`src/rtl/call_fsm_pkg.sv`:
```
// Shared constants for the CALL sequencer: state codes, injected PUSH opcodes and default widths.
// Optional build macro: CALL_FSM_PENDING_EN (see call_fsm.sv).
package call_fsm_pkg;

    localparam int DATA_W_DEF = 16;
    localparam int PC_W_DEF   = 32;

    localparam logic [15:0] PUSH_PC_LOW_OP  = 16'h6008;
    localparam logic [15:0] PUSH_PC_HIGH_OP = 16'h6009;

    // Two-bit state codes; code 2'd3 is unused and steers back to IDLE.
    localparam logic [1:0] IDLE      = 2'd0;
    localparam logic [1:0] PUSH_LOW  = 2'd1;
    localparam logic [1:0] PUSH_HIGH = 2'd2;

endpackage

```
`src/rtl/call_fsm_pc_latch.sv`:
```
// Call-target register: loads a zero-extended DATA_W value, clears to 0, async reset to 0.
module call_fsm_pc_latch #(
    parameter int DATA_W = 16,
    parameter int PC_W   = 32
) (
    input  logic              clk,
    input  logic              reset,
    input  logic              load_i,
    input  logic              clear_i,
    input  logic [DATA_W-1:0] data_i,
    output logic [PC_W-1:0]   pc_o
);

    logic [PC_W-1:0] pc_q;

    // Load wins over clear so a back-to-back CALL can reuse the slot in the same edge.
    always_ff @(posedge clk or posedge reset) begin
        if (reset) begin
            pc_q <= '0;
        end else if (load_i) begin
            pc_q <= {{(PC_W-DATA_W){1'b0}}, data_i};
        end else if (clear_i) begin
            pc_q <= '0;
        end
    end

    assign pc_o = pc_q;

endmodule

```
`src/rtl/call_fsm.sv`:
```
// Decode-stage CALL sequencer: injects PUSH PC low then PUSH PC high while stalling fetch.
// Optional build macro: CALL_FSM_PENDING_EN queues a CALL seen mid-sequence and chains it.
module call_fsm
    import call_fsm_pkg::*;
#(
    parameter int DATA_W = DATA_W_DEF,
    parameter int PC_W   = PC_W_DEF
) (
    input  logic              clk,
    input  logic              reset,
    input  logic              call,
    input  logic [DATA_W-1:0] rdst_value,
    output logic [DATA_W-1:0] out,
    output logic [PC_W-1:0]   pc,
    output logic              stall
);

    logic [1:0]        state_q, state_d;
    logic [DATA_W-1:0] out_q, out_d;
    logic              stall_q, stall_d;
    logic              pcLoad, pcClear;

`ifdef CALL_FSM_PENDING_EN
    logic pending_q, pending_d;
`endif

    // Outputs are computed from the next state so they appear registered with the state.
    always_comb begin
        state_d = IDLE;
        pcLoad  = 1'b0;
`ifdef CALL_FSM_PENDING_EN
        pending_d = pending_q;
`endif
        case (state_q)
            IDLE: begin
                if (call) begin
                    state_d = PUSH_LOW;
                    pcLoad  = 1'b1;
                end
            end
            PUSH_LOW: begin
                state_d = PUSH_HIGH;
`ifdef CALL_FSM_PENDING_EN
                if (call) pending_d = 1'b1;
`endif
            end
            PUSH_HIGH: begin
`ifdef CALL_FSM_PENDING_EN
                if (pending_q || call) begin
                    state_d   = PUSH_LOW;
                    pcLoad    = 1'b1;
                    pending_d = 1'b0;
                end
`endif
            end
            default: state_d = IDLE;
        endcase
        pcClear = (state_d == IDLE);
        out_d   = (state_d == PUSH_HIGH) ? PUSH_PC_HIGH_OP : PUSH_PC_LOW_OP;
        stall_d = (state_d != IDLE);
    end

    always_ff @(posedge clk or posedge reset) begin
        if (reset) begin
            state_q <= IDLE;
            out_q   <= PUSH_PC_LOW_OP;
            stall_q <= 1'b0;
        end else begin
            state_q <= state_d;
            out_q   <= out_d;
            stall_q <= stall_d;
        end
    end

`ifdef CALL_FSM_PENDING_EN
    always_ff @(posedge clk or posedge reset) begin
        if (reset) pending_q <= 1'b0;
        else       pending_q <= pending_d;
    end
`endif

    call_fsm_pc_latch #(
        .DATA_W (DATA_W),
        .PC_W   (PC_W)
    ) u_pc_latch (
        .clk     (clk),
        .reset   (reset),
        .load_i  (pcLoad),
        .clear_i (pcClear),
        .data_i  (rdst_value),
        .pc_o    (pc)
    );

    assign out   = out_q;
    assign stall = stall_q;

endmodule

```
`config.mk`:
```
export PLATFORM = sky130hd
export DESIGN_NAME = call_fsm
export DESIGN_NICKNAME = d
export VERILOG_FILES = /design/src/rtl/call_fsm_pkg.sv /design/src/rtl/call_fsm_pc_latch.sv /design/src/rtl/call_fsm.sv
export SDC_FILE = /design/constraint.sdc
export NUM_CORES = 1
export LEC_CHECK = 0
export ABC_CLOCK_PERIOD_IN_PS = 1520
export CAP_MARGIN = 30
export CORE_MARGIN = 10
export CORE_UTILIZATION = 38
export DETAILED_ROUTE_END_ITERATION = 12
export PLACE_DENSITY = 0.84
export SLEW_MARGIN = 20
export SYNTH_ARGS = -nofsm -noshare
export SYNTH_HDL_FRONTEND = slang
export SYNTH_SLANG_ARGS = --single-unit
```
`constraint.sdc`:
```
create_clock -name clk -period 1.52 [get_ports clk]
set_input_delay 0.38 -clock clk [delete_from_list [all_inputs] [get_ports clk]]
set_output_delay 0.38 -clock clk [all_outputs]
set_load 0.02 [all_outputs]
```
==> out/qor.yml, run 1 <==
status:
  status: "completed"
sta:
  finalMaxSlewViolations: 0
  hold_violations: 0
  setup_tns_ns: 0
  skew_ns: 0.001807
  holdWs_ns: 0.3864
  fmaxAchievable_mhz: 712.2
  min_period_ns: 1.404
  setup_ws_ns: 0.1159
  setup_viol: 0
  rsz0062_at_grt: "no"
  post-route-period-util: 0.9238
layout:
  final_cells: 168
  final_common_cell: "conb_1"
  design_area_um2: 1315
  final_cell_mix: "conb_1, dfrtp_1, clkdlybuf4s50_1, dlygate4sd2_1"
  syn2layout_area_growth_pct: 26.93
  area.sequential_um2: 500.5
  nets: 158
  multi_input_comb_area_um2: 369.1
  antenna_cells: 0
  drive_above_1_share: 0.05797
  fillers: 259
  final_core_util: 0.5167
grt:
  grt_pass1_wl_um: 3864
  antenna_found_initial: 0
  grt_usage: 0.08979
  grt_overflow_total: 0
  grt_max_degree: 19
  first_global_vias: 843
critical_path:
  worstSetupPathType: "flop to output port"
  crit_path_start_kind: "flop"
  cp_num_buf_inv: 1
  cp-startpoint: "u_pc_latch.pc_o[0]"
  crit_family: "flip-flops"
  cp_cell_sequence: "dlygate4sd2_1"
  cp.arrival_ns: 1.02
  path_max_fanout: 2
  slowest_stage: "dfrtp_1"
  cpPeakStageDelay_ns: 0.40
  required_ns: 1.14
  worstReg2RegStart: "state_q[1]"
  crit_path_end_kind: "output port"
power_and_ir_drop:
  intPower_uw: 884.0
  pwr-share-seq: 0.480
  total_power_mw: 1.325
  p_comb_frac: 0.290
  pwr-share-clk: 0.231
  p_sw_uw: 440.7
  switching_share: 0.3327
  power.leakage_nw: 0.6730
  powerDensity_nw_per_um2: 1007
  vdd_drop_max_uv: 598.7
worst_hold_path:
  worstHoldPathType: "primary input to asynchronous set/reset pin"
clocking:
  cts_setup_buffers: 0
  ctsHoldBuffers: 0
  clockRootBuffer: "clkbuf_4"
  clock_latency_ns: 0.30
  clkTransAtPathRegs_ns: 0.11
  cts_buffer_depth: 2
  cts_tree: "done"
  clock-sinks: 20
  cts_inserted_buffers: 3
  htree_num_levels: 1
route:
  vias_per_cell: 4.458
  post_drt_wl_per_cell_um: 14.47
  vias: 749
  dr.max_layer_used: "met4"
  drt-initial-drc-count: 8
  route.detailed.drc: 0
  totalWireLength_um: 2431
  route.met2.wl_um: 1055
  first_pass_iters: 4
  met3_length_um: 526
  wl_met1_um: 834
  ant_nets: 0
die:
  start_util: 0.4071
  ios: 68
  die_h_um: 72.22
  dieArea_um2: 5215
  core_um2: 2545
  die_w_um: 72.22
  rows: 18
placed_design:
  dp_slack_ns: 0.1348
  gp_congestion: 0.6474
  place_area_um2: 1301
  io_buffers: 36
  dp_hpwl_um: 2019
  dp_cells: 164
logic_synthesis:
  synth_area_um2: 1036
  ys_warn_count: 0
  synth-seq-cells: 20
  ys_seq_area_frac: 0.4831
  synth_cell_type_count: 14
  synthCells: 102
  syn_avg_cell_area_um2: 10.16
flow_run:
  timing.max_cap.violations: 0
final timing paths:
path,to,slack [ns],cells past startpoint
worst max-delay path,pc[0],0.12,1
worst min-delay path,stall,0.39,3
worst max register to register,u_pc_latch.pc_o[14],0.27,2
worst min register to register,u_pc_latch.pc_o[12],0.50,1
max in group asynchronous,u_pc_latch.pc_o[6],0.98,3
min in group clk,u_pc_latch.pc_o[12],0.50,1
cell usage after synthesis:
master	instances	share of area
nand2_1	10	0.036
clkbuf_2	1	0.0048
and2_1	1	0.0060
buf_4	32	0.23
nand3b_1	10	0.072
a21oi_1	10	0.048
nor2_1	3	0.011
buf_2	3	0.014
dfrtp_1	20	0.48
nor2b_1	2	0.012
conb_1	2	0.0072
inv_1	1	0.0036
buf_6	1	0.011
a32o_1	6	0.058
cell type report:
class	count	share of cell area
repair buffers	40	0.2797
inverters	1	0.002854
flip-flops and latches	20	0.3806
multi-input cells	73	0.2807
well taps	30	0.02854
clock buffers	4	0.02759
layer usage:
| metal | track usage | vias up |
|---|---|---|
| li1 | - | 349 |
| met1 | 0.08267 | 347 |
| met2 | 0.1419 | 51 |
| met3 | 0.08571 | 2 |
| met4 | 0.01935 | 0 |
| met5 | 0 | - |
kinds of logic after synthesis:
kind of cell	share of synthesized area
flip-flops	0.4831
AO/OA/AOI/OAI	0.1063
AND/OR/NAND/NOR	0.1377
other	0.007249
buffers and inverters	0.2657
what timing repair did:
action | 4_1_cts | 5_1_grt
gates resized for setup | 18 | 0
endpoints found under the hold margin | 0 | 0
setup endpoints to repair | 18 | 0
state kept, by name, summed over array words and instances (netlist names):
name / count
u_pc_latch.pc_o: 16
out: 1
stall: 1
state_q: 2
power by group through the flow:
stage | logic, mW | clock network, mW | registers (mW)
after floorplan | 0.245 | 0 | 0.701
after global routing | 0.421 | 0.335 | 0.646
after detailed placement | 0.423 | 0 | 0.649
final | 0.384 | 0.306 | 0.635
after global placement | 0.417 | 0 | 0.646
after CTS | 0.387 | 0.319 | 0.637
(Power assumes the default switching activity.)
==> run 2: changes to the inputs <==
--- a/config.mk
+++ b/config.mk
@@ -8,9 +8,10 @@
 export ABC_CLOCK_PERIOD_IN_PS = 1520
 export CAP_MARGIN = 30
 export CORE_MARGIN = 10
-export CORE_UTILIZATION = 38
+export CORE_UTILIZATION = 56
 export DETAILED_ROUTE_END_ITERATION = 12
-export PLACE_DENSITY = 0.84
+export DONT_BUFFER_PORTS = 1
+export PLACE_DENSITY = 0.71
 export SLEW_MARGIN = 20
 export SYNTH_ARGS = -nofsm -noshare
 export SYNTH_HDL_FRONTEND = slang
==> out/qor.yml, run 2 (synthesis results as in run 1) <==
grt:
  grt_pass1_wl_um: 3339  # was 3864 um
  grt_max_degree: 23  # was 19
  first_global_vias: 634  # was 843
  busiest_layer: "met2"  # unchanged
  grt_usage: 0.1028  # was 0.08979
  antenna_found_initial: 0  # unchanged
  grt_overflow_total: 0  # unchanged
  gr-usage-met3: 0.09857  # was 0.08571
  grt_use_met2: 0.1586  # was 0.1419
  grtUsageMet1: 0.09617  # was 0.08267
status:
  status: "completed"  # unchanged
layout:
  final_common_cell: "conb_1"  # unchanged
  multi_input_comb_area_um2: 369.1  # unchanged
  design_area_um2: 955.9  # was 1315 um^2
  syn2layout_area_growth_pct: -7.729  # was 26.93%
  nets: 120  # was 158
  largest_reg_flops: 16  # unchanged
  final_cell_mix: "conb_1, dfrtp_1, nand2_1, nand3b_1, a21oi_1"  # was conb_1, dfrtp_1, clkdlybuf4s50_1, dlygate4sd2_1
  antenna_cells: 0  # unchanged
  fillers: 167  # was 259
  final_cells: 125  # was 168
  drive_above_1_share: 0.06000  # was 0.05797
  final_core_util: 0.5477  # was 0.5167
  area.sequential_um2: 500.5  # unchanged
critical_path:
  cp.arrival_ns: 0.79  # was 1.02 ns
  r2r-end: "u_pc_latch.pc_o[14]"  # unchanged
  worstSetupPathType: "flop to output port"  # unchanged
  crit_path_start_kind: "flop"  # unchanged
  crit_path_end_kind: "output port"  # unchanged
  required_ns: 1.14  # about the same
  path_max_fanout: 2  # unchanged
  ff2ff_setup_slack_ns: 0.43  # was 0.27 ns
  reg2regPathDepth: 2  # unchanged
  worstReg2RegStart: "state_q[0]"  # was state_q[1]
clocking:
  ctsHoldBuffers: 0  # unchanged
  clkTransAtPathRegs_ns: 0.11  # about the same
  cts_setup_buffers: 0  # unchanged
  clockRootBuffer: "clkbuf_4"  # unchanged
  cts_inserted_buffers: 3  # unchanged
  cts_buffer_depth: 2  # unchanged
  clock-sinks: 20  # unchanged
  clock_latency_ns: 0.30  # about the same
  cts_tree: "done"  # unchanged
  cts.repair.resized: 0  # was 18
  htree_num_levels: 1  # unchanged
die:
  die_w_um: 63.01  # was 72.22 um
  ios: 68  # unchanged
  core_um2: 1745  # was 2545 um^2
  dieArea_um2: 3970  # was 5215 um^2
  start_util: 0.5935  # was 0.4071
  rows: 15  # was 18
  die_h_um: 63.01  # was 72.22 um
power_and_ir_drop:
  vdd_drop_max_uv: 624.1  # was 598.7 uV
  powerDensity_nw_per_um2: 1264  # was 1007 nW/um^2
  power.leakage_nw: 0.4655  # was 0.6730 nW
  total_power_mw: 1.208  # was 1.325 mW
sta:
  setup_tns_ns: 0  # unchanged
  holdWs_ns: 0.07143  # was 0.3864 ns
  finalMaxSlewViolations: 0  # unchanged
  relSlewSlack: 0.5175
  skew_ns: 0.005664  # was 0.001807 ns
  fmaxAchievable_mhz: 854.2  # was 712.2 MHz
  setup_ws_ns: 0.3493  # was 0.1159 ns
  hold_violations: 0  # unchanged
  worst_slew_pin_slew_ns: 0.7230
  rsz0062_at_grt: "no"  # unchanged
  post-route-period-util: 0.7702  # was 0.9238
  setup_viol: 0  # unchanged
  min_period_ns: 1.171  # was 1.404 ns
placed_design:
  place_area_um2: 919.6  # was 1301 um^2
  io_buffers: 0  # was 36
  gp_congestion: 0.6028  # was 0.6474
  dp_hpwl_um: 1709  # was 2019 um
  dp_cells: 121  # was 164
  dp_slack_ns: 0.4565  # was 0.1348 ns
route:
  vias: 589  # was 749
  vias_per_cell: 4.712  # was 4.458
  route.detailed.drc: 0  # unchanged
  post_drt_wl_per_cell_um: 17.26  # was 14.47 um
  totalWireLength_um: 2157  # was 2431 um
  first_pass_iters: 4  # unchanged
  ant_nets: 0  # unchanged
  drt-initial-drc-count: 12  # was 8
worst_hold_path:
  worstHoldPathType: "primary input to asynchronous set/reset pin"  # unchanged
flow_run:
  timing.max_cap.violations: 0  # unchanged
==> run 2: worst max-delay path by stage <==
stage	startpoint	end	depth (start not counted)
6_report	u_pc_latch.pc_o[9]	pc[9]	0
5_1_grt	u_pc_latch.pc_o[1]	pc[1]	0
4_1_cts	u_pc_latch.pc_o[11]	pc[11]	0
3_5_place_dp	state_q[0]	u_pc_latch.pc_o[14]	2
3_3_place_gp	state_q[1]	u_pc_latch.pc_o[12]	2
2_1_floorplan	call	u_pc_latch.pc_o[10]	3
==> run 2: area by class of cell <==
class                      instances  area share
timing repair buffer               2     0.01571
multi-input combinational         73      0.3861
sequential                        20      0.5236
clock buffer                       4     0.03796
inverter                           1    0.003927
tap                               25     0.03272
==> run 2: metal layers <==
metal	wire [um]	part of all wire	up-vias
met5	0	0	-
met4	17	0.0079	0
met3	453	0.21	2
met2	1000	0.46	45
met1	686	0.32	272
li1	-	-	270
==> run 2: where the power goes <==
part / leakage, nW / internal [mW] / switching, mW / total, mW
clock network: 0.0210 / 0.146 / 0.159 / 0.305
registers: 0.262 / 0.591 / 0.110 / 0.702
logic: 0.182 / 0.0567 / 0.145 / 0.202
==> run 2: worst reg2reg max path, cell delays in order (launching register included) <==
cell	delay, ns
dfrtp_1	0.41
nor2_1	0.39
a32o_1	0.24
